`src/rtl/iob_gpio_sensor_filter_pkg.sv`:
```
// iob_gpio_sensor_filter_pkg: shared debounce FSM states and helpers.
// Imported by the channel slice and the top.
package iob_gpio_sensor_filter_pkg;

  typedef enum logic [1:0] {
    S_LO      = 2'd0,
    S_WAIT_HI = 2'd1,
    S_HI      = 2'd2,
    S_WAIT_LO = 2'd3
  } state_e;

  // LSB of channel ch inside the packed event_cnt bus
  function automatic int unsigned cnt_lsb(
    input int unsigned ch,
    input int unsigned w
  );
    return ch * w;
  endfunction

endpackage

```
`src/rtl/iob_gpio_sensor_filter_ch.sv`:
```
// iob_gpio_sensor_filter_ch: one sensor channel.
// 2-FF sync, debounce FSM, edge pulses, saturating rise counter.
module iob_gpio_sensor_filter_ch
  import iob_gpio_sensor_filter_pkg::*;
#(
  parameter int DEBOUNCE_W   = 20,
  parameter int DEBOUNCE_CYC = 50000,
  parameter int CNT_W        = 16
) (
  input  logic             clk,
  input  logic             arst_n,
  input  logic             sensor_raw,
  input  logic             enable,
  input  logic             clear,
  output logic             sensor_out,
  output logic             rise_pulse,
  output logic             fall_pulse,
  output logic [CNT_W-1:0] event_cnt,
  output logic             overflow
);

  localparam logic [DEBOUNCE_W-1:0] LAST =
    DEBOUNCE_W'(DEBOUNCE_CYC - 1);
  localparam logic [CNT_W-1:0] CNT_MAX = '1;
  localparam logic [CNT_W-1:0] CNT_PRE =
    CNT_MAX - CNT_W'(1);

  logic                  sync1;
  logic                  sync2;
  state_e                state;
  logic [DEBOUNCE_W-1:0] cnt;
  logic                  done;
  logic                  rise_set;

  // Two back-to-back flops, nothing in between
  always_ff @(posedge clk or negedge arst_n) begin
    if (!arst_n) begin
      sync1 <= 1'b0;
      sync2 <= 1'b0;
    end else begin
      sync1 <= sensor_raw;
      sync2 <= sync1;
    end
  end

  // >= lets DEBOUNCE_CYC=1 leave the wait state on its first cycle
  assign done     = (cnt >= LAST);
  assign rise_set = enable && (state == S_WAIT_HI)
                    && sync2 && done;

  // Debounce FSM with registered level and edge pulses
  always_ff @(posedge clk or negedge arst_n) begin
    if (!arst_n) begin
      state      <= S_LO;
      cnt        <= '0;
      sensor_out <= 1'b0;
      rise_pulse <= 1'b0;
      fall_pulse <= 1'b0;
    end else begin
      rise_pulse <= 1'b0;
      fall_pulse <= 1'b0;
      if (enable) begin
        unique case (state)
          S_LO: begin
            if (sync2) begin
              state <= S_WAIT_HI;
              cnt   <= DEBOUNCE_W'(1);
            end
          end
          S_WAIT_HI: begin
            if (!sync2) begin
              state <= S_LO;
              cnt   <= '0;
            end else if (done) begin
              state      <= S_HI;
              cnt        <= '0;
              sensor_out <= 1'b1;
              rise_pulse <= 1'b1;
            end else begin
              cnt <= cnt + 1'b1;
            end
          end
          S_HI: begin
            if (!sync2) begin
              state <= S_WAIT_LO;
              cnt   <= DEBOUNCE_W'(1);
            end
          end
          S_WAIT_LO: begin
            if (sync2) begin
              state <= S_HI;
              cnt   <= '0;
            end else if (done) begin
              state      <= S_LO;
              cnt        <= '0;
              sensor_out <= 1'b0;
              fall_pulse <= 1'b1;
            end else begin
              cnt <= cnt + 1'b1;
            end
          end
          default: begin
            state <= S_LO;
            cnt   <= '0;
          end
        endcase
      end
    end
  end

  // Rise counter moves with the accepted edge; clear wins
  always_ff @(posedge clk or negedge arst_n) begin
    if (!arst_n) begin
      event_cnt <= '0;
      overflow  <= 1'b0;
    end else if (clear) begin
      event_cnt <= '0;
      overflow  <= 1'b0;
    end else if (rise_set) begin
      if (event_cnt != CNT_MAX) begin
        event_cnt <= event_cnt + 1'b1;
      end
      if (event_cnt >= CNT_PRE) begin
        overflow <= 1'b1;
      end
    end
  end

endmodule

```
`src/rtl/iob_gpio_sensor_filter.sv`:
```
// iob_gpio_sensor_filter: N_CH debounced sensor channels for iob_gpio.
// Define IOB_GPIO_SENSOR_FILTER_IRQ_EN for the sticky irq/irq_ack pair.
module iob_gpio_sensor_filter
  import iob_gpio_sensor_filter_pkg::*;
#(
  parameter int N_CH         = 2,
  parameter int DEBOUNCE_W   = 20,
  parameter int DEBOUNCE_CYC = 50000,
  parameter int CNT_W        = 16
) (
  input  logic                  clk,
  input  logic                  arst_n,
  input  logic [N_CH-1:0]       sensor_raw,
  input  logic                  enable,
  input  logic                  clear,
  output logic [N_CH-1:0]       sensor_out,
  output logic [N_CH-1:0]       rise_pulse,
  output logic [N_CH-1:0]       fall_pulse,
  output logic [N_CH*CNT_W-1:0] event_cnt,
  output logic [N_CH-1:0]       overflow
`ifdef IOB_GPIO_SENSOR_FILTER_IRQ_EN
  ,
  output logic                  irq,
  input  logic                  irq_ack
`endif
);

  for (genvar i = 0; i < N_CH; i++) begin : g_ch
    iob_gpio_sensor_filter_ch #(
      .DEBOUNCE_W  (DEBOUNCE_W),
      .DEBOUNCE_CYC(DEBOUNCE_CYC),
      .CNT_W       (CNT_W)
    ) u_ch (
      .clk       (clk),
      .arst_n    (arst_n),
      .sensor_raw(sensor_raw[i]),
      .enable    (enable),
      .clear     (clear),
      .sensor_out(sensor_out[i]),
      .rise_pulse(rise_pulse[i]),
      .fall_pulse(fall_pulse[i]),
      .event_cnt (event_cnt[cnt_lsb(i, CNT_W) +: CNT_W]),
      .overflow  (overflow[i])
    );
  end

`ifdef IOB_GPIO_SENSOR_FILTER_IRQ_EN
  // Sticky irq; a fresh pulse beats a same-cycle ack
  always_ff @(posedge clk or negedge arst_n) begin
    if (!arst_n) begin
      irq <= 1'b0;
    end else if ((|rise_pulse) || (|fall_pulse)) begin
      irq <= 1'b1;
    end else if (irq_ack) begin
      irq <= 1'b0;
    end
  end
`endif

endmodule

```
`config.mk`:
```
export PLATFORM = sky130hd
export DESIGN_NAME = iob_gpio_sensor_filter
export DESIGN_NICKNAME = d
export VERILOG_FILES = /design/src/rtl/iob_gpio_sensor_filter_pkg.sv /design/src/rtl/iob_gpio_sensor_filter_ch.sv /design/src/rtl/iob_gpio_sensor_filter.sv
export SDC_FILE = /design/constraint.sdc
export NUM_CORES = 1
export LEC_CHECK = 0
export ABC_AREA = 1
export CAP_MARGIN = 20
export CORE_MARGIN = 2
export CORE_UTILIZATION = 40
export DETAILED_ROUTE_END_ITERATION = 6
export GPL_TIMING_DRIVEN = 0
export PLACE_DENSITY = 0.73
export SLEW_MARGIN = 20
export SYNTH_ARGS = -nofsm -noshare
export SYNTH_HDL_FRONTEND = slang
export SYNTH_SLANG_ARGS = --single-unit
export TNS_END_PERCENT = 30
```
`constraint.sdc`:
```
create_clock -name clk -period 1.7 [get_ports clk]
set_input_delay 0.255 -clock clk [delete_from_list [all_inputs] [get_ports clk]]
set_output_delay 0.255 -clock clk [all_outputs]
set_load 0.01 [all_outputs]
```
# Word level (Yosys, flattened, before mapping)
# Cells that the tools add are included.
# Widths: inputs -> output; s select.
op_classes:
  n_addsub: 4
  n_lt_le_gt_ge: 4
  eq_ne: 24
  mux: 62
  reduce_logical: 26
ops:
  columns: ["op", "n"]
  rows:
  - ["$mux 20", 10]
  - ["$pmux 20 s4", 2]
  - ["$mux 16", 6]
  - ["$add 20x1->20 const B", 2]
  - ["$ge 20x16->1 const B", 2]
  - ["$add 16x1->16 const B", 2]
  - ["$ge 16x16->1 const B", 2]
  - ["$ne 16x16->1 const B", 2]
  - ["$mux 1", 28]
  - ["$mux 2", 12]
  - ["$ne 2x1->1 const B", 8]
  - ["$pmux 2 s4", 2]
  - ["$reduce_bool 2->1", 8]
  - ["$reduce_and 6->1", 2]
  - ["$reduce_and 5->1", 2]
  - ["$eq 2x2->1 const B", 4]
  - ["$ne 2x2->1 const B", 4]
  - ["$reduce_and 2->1", 4]
  - ["$logic_and 1x1->1", 6]
  - ["$ne 3x1->1 const B", 2]
  - ["$ne 3x3->1 const B", 2]
  - ["$reduce_and 3->1", 2]
  - ["$eq 2x1->1 const B", 2]
  - ["$logic_not 2->1", 2]
  - ["$pmux 1 s2", 2]
word_totals:
  reg_bits: 88
  output_inout_bits: 40
  wordCells: 138

# Logic depth before layout (Yosys ltp)
# Gate-level depths: netlist (run 1).
logic_depth:
  word_depth: 6
  depth_mapped: 13
  ltp_nobuf: 12

# Modules after synthesis
# Synthesis (run 1) repeated with hierarchy kept, for this count alone.
unflattened:
  cells_unflattened: 684
  hier_area_um2: 5220.0
by_module_without_submodules:
  columns: ["mod", "instances", "cells_each", "area_each_um2"]
  rows:
  - ["iob_gpio_sensor_filter_ch (g_ch[0].u_ch)", 1, 356, 2727.6]
  - ["iob_gpio_sensor_filter_ch (g_ch[1].u_ch)", 1, 328, 2492.4]

# Least setup slack after synthesis (run 1)
# No wires, ideal clock.
synth_path:
  path_type: "reg2reg"
  start: "register g_ch[1].u_ch.event_cnt[1]"
  end: "register g_ch[1].u_ch.event_cnt[10]"
  setup_ns: 0.117
  arrival_time_ns: 1.601
  required_ns: 1.583
  path_slack_ns: -0.018
  path_stages_with_launch: 10
  synth_period_minus_slack_ns: 1.718
  path_cell_list: "dfrtp_1 > ha_1 > nand3_1 > nor2_1 > nand3_2 > nand3_4 > nand2_4 > buf_6 > nand2_1 > nand2_1"
synth_between:
  elab_chain_cells: 4
  elab_cells_between_ends: 7
  cone_classes: "1 x add/sub; 1 x eq/ne; 3 x mux; 2 x reduce/logical"
synth_lines:
  columns: ["item", "line_no", "text"]
  rows:
  - ["start: declaration", "iob_gpio_sensor_filter_ch.sv:18", "output logic [CNT_W-1:0] event_cnt,"]
  - ["start signal: assignment", "iob_gpio_sensor_filter_ch.sv:121", "event_cnt <= event_cnt + 1'b1;"]
  - ["$add 16x1->16", "iob_gpio_sensor_filter_ch.sv:121", null]
  - ["$mux 16", "iob_gpio_sensor_filter_ch.sv:120", "if (event_cnt != CNT_MAX) begin"]
  - ["$mux 16", "iob_gpio_sensor_filter_ch.sv:119", "end else if (rise_set) begin"]
  - ["$mux 16", "iob_gpio_sensor_filter_ch.sv:116", "end else if (clear) begin"]
# Parallel ways exist; a longest one is shown, timed or not. The select of a mux whose other input is x is not followed.
# A chain may end at the register's enable or synchronous reset.

# Final worst setup path (run 1)
layout_path:
  start: "register g_ch[0].u_ch.cnt[0]"
  end: "register g_ch[0].u_ch.event_cnt[2]"
layout_between:
  elab_chain_cells: 4
layout_lines:
  columns: ["item", "line_no", "text"]
  rows:
  - ["start: declaration", "iob_gpio_sensor_filter_ch.sv:31", "logic [DEBOUNCE_W-1:0] cnt;"]
  - ["start signal: assignment", "iob_gpio_sensor_filter_ch.sv:80", "cnt <= cnt + 1'b1;"]
  - ["start signal: assignment", "iob_gpio_sensor_filter_ch.sv:99", "cnt <= cnt + 1'b1;"]
  - ["$ge 20x16->1", "iob_gpio_sensor_filter_ch.sv:47", "assign done = (cnt >= LAST);"]
  - ["$logic_and 1x1->1", "iob_gpio_sensor_filter_ch.sv:49", "&& sync2 && done;"]
  - ["$reduce_bool 2->1 (no line)", null, null]
  - ["$reduce_and 2->1 (no line)", null, null]
  - ["end signal: assignment", "iob_gpio_sensor_filter_ch.sv:121", null]
  - ["end: declaration", "iob_gpio_sensor_filter_ch.sv:18", null]
# No other way between the ends.

==> out/metrics.csv, run 1 <==
stage,metric,value,unit
global_routing,total grt overflow,0,
finish,# diodes,0,
synth,Synth cell types,38,
power,Worst VDD drop,402,µV
sta,setup_tns,-0.156,ns
setup_path,critical path capture point type,flip-flop,
setup_path,Critical Path Start Type,flip-flop,
detailed_routing,DRC violations left,0,
floorplan,Initial Utilization,40.6,%
clock_network,CTS tree,built,
detailed_routing,ANT nets after route,0,
sta,Fin. Hold Viols,0,
setup_path,crit path buf inv count,1,
placed_design,port bufs,45,
status,status,finished with violations,
global_routing,Overall Global Routing Usage,17.2,%
synth,register bit total from synthesis,88,
synth,Synth Flop Type,dfrtp_1,
finish,post-layout util,52.8,%
floorplan,Die Span X,117,µm
synth,Post-Synthesis Cells,662,
setup_path,worst flop-to-flop path startpoint,g_ch[0].u_ch.cnt[0]$_DFFE_PN0P_,
sta,Max Freq,577,MHz
sta,final setup vio count,13,
synth,post-synthesis async set-or-reset flop share,100,%
setup_path,CP Class,flip-flop to flip-flop,
clock_network,CTS HTree Levels,3,
detailed_routing,initial drt markers,225,
synth,Netlist Area Pre-Place,5060,µm²
setup_path,R2R setup slack,-0.03,ns
sta,Final period util,102,%
setup_path,Reg2Reg Depth,12,
synth,register area share after synthesis,43.5,%
detailed_routing,DR WL/cell,12.5,µm
finish,ratio of cells with drive above 1 in the final layout,22.3,%
clock_network,Worst-Skew Late Latency,0.34,ns
finish,fin area,6580,µm²
sta,Fin Clk Skew,0.00738,ns
detailed_routing,detailed-router iteration count before antenna repair,5,
placed_design,Post-DP Area,5760,µm²
sta,Slew @ Worst Pin,0.554,ns
finish,most frequent cells in the layout,"nand2_1 (161), nor2_1 (78), dfrtp_1 (67)",
placed_design,Final HPWL DP,7.69,mm
floorplan,Chip Height,117,µm
synth,"area leader, netlist",dfrtp_1,
min_path,Hold Path Class,flip-flop to flip-flop,
synth,number of flops mapped to enable cells by yosys,0,
setup_path,Critical Path Start,g_ch[0].u_ch.cnt[0]$_DFFE_PN0P_,
global_routing,global-route wire length before repair,18.7,mm
power,Design Power,4.86,mW
finish,P&R area growth vs syn,30.0,%
detailed_routing,Via Count,4585,
setup_path,maximum fanout along the worst path,6,
floorplan,Core Rows,41,
status,failing checks,setup timing,
global_routing,initial antenna violation count,0,
synth,Area contributors post-synth,"dfrtp_1 (43%), nand2_1 (13%), nand3_1 (6.6%)",
finish,"commonest non-fill, non-tap cell in the layout",nand2_1,
setup_path,Worst Path Required,1.93,ns
setup_path,worst setup path end,g_ch[0].u_ch.event_cnt[2]$_DFFE_PN0P_,
detailed_routing,post-DR vias/cell,4.92,
clock_network,Root Driver,clkbuf_16,
sta,min Tclk post-route,1.73,ns
clock_network,clock-pin transition on the worst setup and hold timing paths,0.06,ns
setup_path,Worst R2R End,g_ch[0].u_ch.event_cnt[2]$_DFFE_PN0P_,
floorplan,full die area,13600,µm²
setup_path,worst path cell trace,"ha_2, nand3_4, nor2_1, nand2_1, nand2_2, nand2_4, nand2_4, o211ai_4, nand2_4, clkbuf_16, nand2_1, nand2_1",
sta,Final WS setup,-0.0344,ns
setup_path,Crit path depth,12,
setup_path,"Largest stage delay, worst path",0.40,ns
clock_network,CTS Buffer Depth,2,
sta,Rel. slew slack,63.1,%
flow_run,Max Cap Viol,0,
setup_path,Worst Path Arrival,1.97,ns
power,power per cell area,738,nW/µm²
sta,max-slew violations,0,
detailed_routing,drt total wl,11.7,mm
global_routing,pin count of the biggest net entering global routing,48,
floorplan,IO Pins,46,
global_routing,vias in the first global route,4144,
synth,Post-Syn Nets,674,
floorplan,Core ar.,12500,µm²
placed_design,gpl congestion,0.910,
power,Leak,3.10,nW
setup_path,Worst path slowest cell,dfrtp_1,
clock_network,Num CTS Buffers,9,
synth,Synth top area share,43.5,%
clock_network,CTS Sinks,88,
sta,RSZ-0062 raised after global routing,true,
synth,post-synthesis average cell area,7.65,µm²
finish,# fillers,1134,
finish,net count reported at finish,766,
setup_path,Top Family by Delay on Critical Path,simple AND/OR/NAND/NOR gates,
synth,Synth warnings,0,
sequential cells by signal, indices dropped and copies added, names as in the netlist, named ones only:
name / flops
g_ch.u_ch.event_cnt: 32
g_ch.u_ch.overflow: 2
g_ch.u_ch.rise_pulse: 2
g_ch.u_ch.sync2: 2
g_ch.u_ch.sensor_out: 2
g_ch.u_ch.state: 2
g_ch.u_ch.cnt: 40
g_ch.u_ch.sync1: 2
g_ch.u_ch.fall_pulse: 2
synth_stat cells, drive strengths merged, types with 7 or more instances:
library cell,count
inv,61
nor2,93
buf,21
xnor2,7
nand2,185
dfrtp,88
nand3,71
nor3,23
a21oi,14
o21ai,18
nand4,22
xor2,36
stage by stage:
step | setup slack, ns | hold slack [ns] | cells
floorplan | 0.0293 | -0.0406 | 662
global placement | -2.82 | 0.337 | 879
detailed placement | -0.370 | 0.286 | 880
CTS | 0.00591 | 0.351 | 908
global route | -0.121 | 0.350 | 931
finish | -0.0344 | 0.353 | 931
cells by family (layout without fill, tap and decap cells):
kind of cell,count (synthesis),after routing,synth area share [%]
simple gates,398,398,35.3
buf+inv,90,187,8.13
flops,88,88,43.5
xor+xnor,43,43,7.44
compound gates,37,37,4.20
fa+ha+maj,6,6,1.48
metal layers:
layer	vias to the layer above	GRT usage, %	share of wire [%]
met5	-	0	0
met4	0	6.35	2.0
met3	24	2.91	4.2
met2	118	28.4	49
met1	2140	22.9	45
li1	2303	-	-
power by group:
| group | internal, mW | switching (mW) |
|---|---|---|
| clock network | 0.982 | 0.816 |
| logic | 0.312 | 0.442 |
| registers | 2.19 | 0.117 |
| total | 3.48 | 1.37 |
worst reg2reg max path, delay by kind of cell, from the launching register on:
kind,cells,cell delay [ns]
compound gates,1,0.15
fa+ha+maj,1,0.20
buf+inv,1,0.19
flops,1,0.40
simple gates,9,0.68
worst min-delay path by stage:
| stage | cells past startpoint | startpoint | end |
|---|---|---|---|
| 2_1_floorplan | 0 | arst_n | async pin |
| 3_3_place_gp | 0 | g_ch[1].u_ch.sync1$_DFF_PN0_ | g_ch[1].u_ch.sync2$_DFF_PN0_ |
| 3_5_place_dp | 1 | arst_n | g_ch[0].u_ch.event_cnt[14]$_DFFE_PN0P_ |
| 4_1_cts | 1 | sensor_raw[1] | g_ch[1].u_ch.sync1$_DFF_PN0_ |
| 5_1_grt | 1 | sensor_raw[1] | g_ch[1].u_ch.sync1$_DFF_PN0_ |
| 6_report | 0 | g_ch[1].u_ch.sync1$_DFF_PN0_ | g_ch[1].u_ch.sync2$_DFF_PN0_ |
layout make-up:
cell class	instances	area, µm²	share of cell area (%)
clock buffers	10	229	3.48
clock inverters	6	36.3	0.551
inverters	64	244	3.71
plain buffers	25	188	2.85
flip-flops and latches	88	2230	33.8
multi-input cells	484	2660	40.3
repair buffers	82	788	12.0
well taps	172	215	3.27
repair_timing:
item,CTS,global route
hold buffers,1,0
gates resized for setup,6,96
endpoints found under the hold margin,41,0
gates cloned,0,3
buffers inserted,11,21
pin swaps,4,17
endpoints found under the setup margin,42,62
(Power assumes the default switching activity.)
==> run 2, diff against run 1 <==
--- a/config.mk
+++ b/config.mk
@@ -7,7 +7,7 @@
 export LEC_CHECK = 0
 export ABC_AREA = 1
 export CAP_MARGIN = 20
-export CORE_MARGIN = 2
+export CORE_MARGIN = 1
 export CORE_UTILIZATION = 40
 export DETAILED_ROUTE_END_ITERATION = 6
 export GPL_TIMING_DRIVEN = 0
==> run 2 against run 1 <==
Net effect:
- the run still ends with setup timing left
- die area fell by 3.4%
- critical path type is now input port to flip-flop
- setup slack improved by 0.028 ns
- register-to-register slack improved by 0.03 ns
- worst hold slack improved by 0.0056 ns
- global-route usage rose by 1.3 points
==> out/metrics.csv, run 2 (same netlist as run 1, synthesis figures left out) <==
stage,metric,value,unit
finish,Reg area,2230,µm²
finish,Largest regs,"g_ch.u_ch.cnt x40, g_ch.u_ch.event_cnt x32",
sta,RSZ-0062 raised after global routing,true,
power,Worst VDD drop,512,µV
clock_network,clock-pin transition on the worst setup and hold timing paths,0.06,ns
sta,Max Freq,586,MHz
sta,min Tclk post-route,1.71,ns
setup_path,CP Class,input port to flip-flop,
global_routing,global-route wire length before repair,19.5,mm
setup_path,worst path cell trace,"clkdlybuf4s50_1, nand2_1, nor3_1, o211ai_4, buf_4, nand3_1, nand2_1",
setup_path,maximum fanout along the worst path,6,
setup_path,worst setup path end,g_ch[0].u_ch.event_cnt[6]$_DFFE_PN0P_,
placed_design,Post-DP Area,5740,µm²
detailed_routing,detailed-router iteration count before antenna repair,4,
placed_design,Final HPWL DP,7.64,mm
setup_path,Critical Path Start,enable,
sta,max-slew violations,0,
global_routing,initial antenna violation count,0,
finish,fin area,6580,µm²
finish,# diodes,0,
setup_path,Worst R2R End,g_ch[0].u_ch.event_cnt[6]$_DFFE_PN0P_,
setup_path,"Largest stage delay, worst path",0.62,ns
floorplan,Die Span X,115,µm
floorplan,Initial Utilization,41.6,%
power,Switching Share,26.4,%
finish,most frequent cells in the layout,"nand2_1 (175), nor2_1 (73), dfrtp_1 (69)",
floorplan,full die area,13100,µm²
detailed_routing,drt total wl,11.9,mm
min_path,Hold Path Class,flip-flop to flip-flop,
finish,P&R area growth vs syn,29.8,%
sta,final setup vio count,1,
sta,Rel. slew slack,60.1,%
setup_path,worst flop-to-flop path startpoint,g_ch[0].u_ch.event_cnt[1]$_DFFE_PN0P_,
sta,Final WS setup,-0.00590,ns
clock_network,CTS Buffer Depth,2,
power,part of the power in combinational logic,14.1,%
detailed_routing,ANT nets after route,0,
setup_path,Worst Path Arrival,1.93,ns
global_routing,vias in the first global route,4279,
clock_network,CTS HTree Levels,3,
sta,Slew @ Worst Pin,0.598,ns
placed_design,port bufs,45,
power,P_sw,1.40,mW
status,status,finished with violations,
finish,# fillers,1092,
setup_path,R2R setup slack,0,ns
setup_path,Reg2Reg Depth,9,
clock_network,Root Driver,clkbuf_16,
power,Int Pwr,3.92,mW
finish,net count reported at finish,764,
power,power per cell area,809,nW/µm²
finish,Largest Register,g_ch.u_ch.cnt,
finish,max FFs per register,40,
setup_path,critical path capture point type,flip-flop,
floorplan,Chip Height,115,µm
sta,Final period util,100,%
clock_network,Num CTS Buffers,9,
power,sequential power share,43.4,%
detailed_routing,Via Count,4549,
clock_network,CTS tree,built,
global_routing,Overall Global Routing Usage,18.5,%
placed_design,gpl congestion,0.855,
floorplan,Core Rows,40,
clock_network,CTS Sinks,88,
flow_run,Max Cap Viol,0,
sta,Fin Clk Skew,0.00639,ns
detailed_routing,DRC violations left,0,
power,Clk network pwr share,42.5,%
status,failing checks,setup timing,
global_routing,total grt overflow,0,
setup_path,Critical Path Start Type,input port,
finish,ratio of cells with drive above 1 in the final layout,20.2,%
setup_path,Worst path slowest cell,clkdlybuf4s50_1,
floorplan,IO Pins,46,
sta,Fin. Hold Viols,0,
setup_path,Worst Path Required,1.93,ns
global_routing,pin count of the biggest net entering global routing,47,
detailed_routing,post-DR vias/cell,4.92,
power,Leak,3.04,nW
finish,area of the multi-input gates,2640,µm²
floorplan,Core ar.,12200,µm²
finish,post-layout util,54.1,%
detailed_routing,initial drt markers,274,
finish,"commonest non-fill, non-tap cell in the layout",nand2_1,
clock_network,Worst-Skew Late Latency,0.34,ns
setup_path,most frequent CP cell,nand2_1,
detailed_routing,DR WL/cell,12.8,µm
-- run 2: per-layer routing --
metal	global-route usage (%)	routed length (µm)	vias up
li1	-	-	2295
met5	0	0	-
met1	23.6	5170	2119
met2	32.0	6000	116
met3	3.07	527	19
met4	6.06	182	0
-- run 2: stage by stage --
step	setup TNS [ns]	hold WS [ns]	std cells	setup WS [ns]	total power [mW]
finish	-0.00590	0.359	925	-0.00590	5.32
global route	-2.34	0.356	925	-0.108	5.53
CTS	0	0.354	903	0.0150	5.22
detailed placement	-13.74	0.305	876	-0.381	2.92
global placement	-263.34	0.333	875	-2.86	2.91
floorplan	0	-0.0406	662	0.0293	2.72
-- run 2: final cells by class --
class | instances | area share (%)
Buffer | 25 | 2.85
Clock buffer | 10 | 3.48
Clock inverter | 6 | 1.64
Inverter | 64 | 3.75
Multi-Input combinational cell | 484 | 40.1
Sequential cell | 88 | 33.9
Tap cell | 168 | 3.20
Timing Repair Buffer | 80 | 11.2
-- run 2: worst min-delay path by stage --
stage / cells past startpoint / from / endpoint / slack [ns]
2_1_floorplan: 0 / arst_n / async pin / -0.04
3_3_place_gp: 0 / g_ch[0].u_ch.sync1$_DFF_PN0_ / g_ch[0].u_ch.sync2$_DFF_PN0_ / 0.33
3_5_place_dp: 1 / arst_n / g_ch[0].u_ch.event_cnt[13]$_DFFE_PN0P_ / 0.31
4_1_cts: 1 / sensor_raw[1] / g_ch[1].u_ch.sync1$_DFF_PN0_ / 0.35
5_1_grt: 1 / sensor_raw[1] / g_ch[1].u_ch.sync1$_DFF_PN0_ / 0.36
6_report: 0 / g_ch[1].u_ch.sync1$_DFF_PN0_ / g_ch[1].u_ch.sync2$_DFF_PN0_ / 0.36
-- run 2: power groups by stage --
stage / combinational (mW) / sequential (mW) / clock [mW]
final: 0.750 / 2.31 / 2.26
after CTS: 0.630 / 2.29 / 2.30
after detailed placement: 0.602 / 2.32 / 0
after global placement: 0.589 / 2.32 / 0
after global routing: 0.854 / 2.32 / 2.36
after floorplan: 0.415 / 2.31 / 0
-- run 2: critical path, delay by kind of cell --
kind | cells | cell delay (ns)
buffers and inverters | 2 | 0.80
AO/OA/AOI/OAI | 1 | 0.22
AND/OR/NAND/NOR | 4 | 0.66
-- run 2: what timing repair did --
| action | 4_1_cts | 5_1_grt |
|---|---|---|
| endpoints found under the hold margin | 45 | 0 |
| buffers inserted | 10 | 22 |
| setup endpoints to repair | 53 | 67 |
| cloned | 0 | 1 |
| gates resized for setup | 16 | 69 |
| hold buffers | 1 | 0 |
| pin swaps | 4 | 12 |
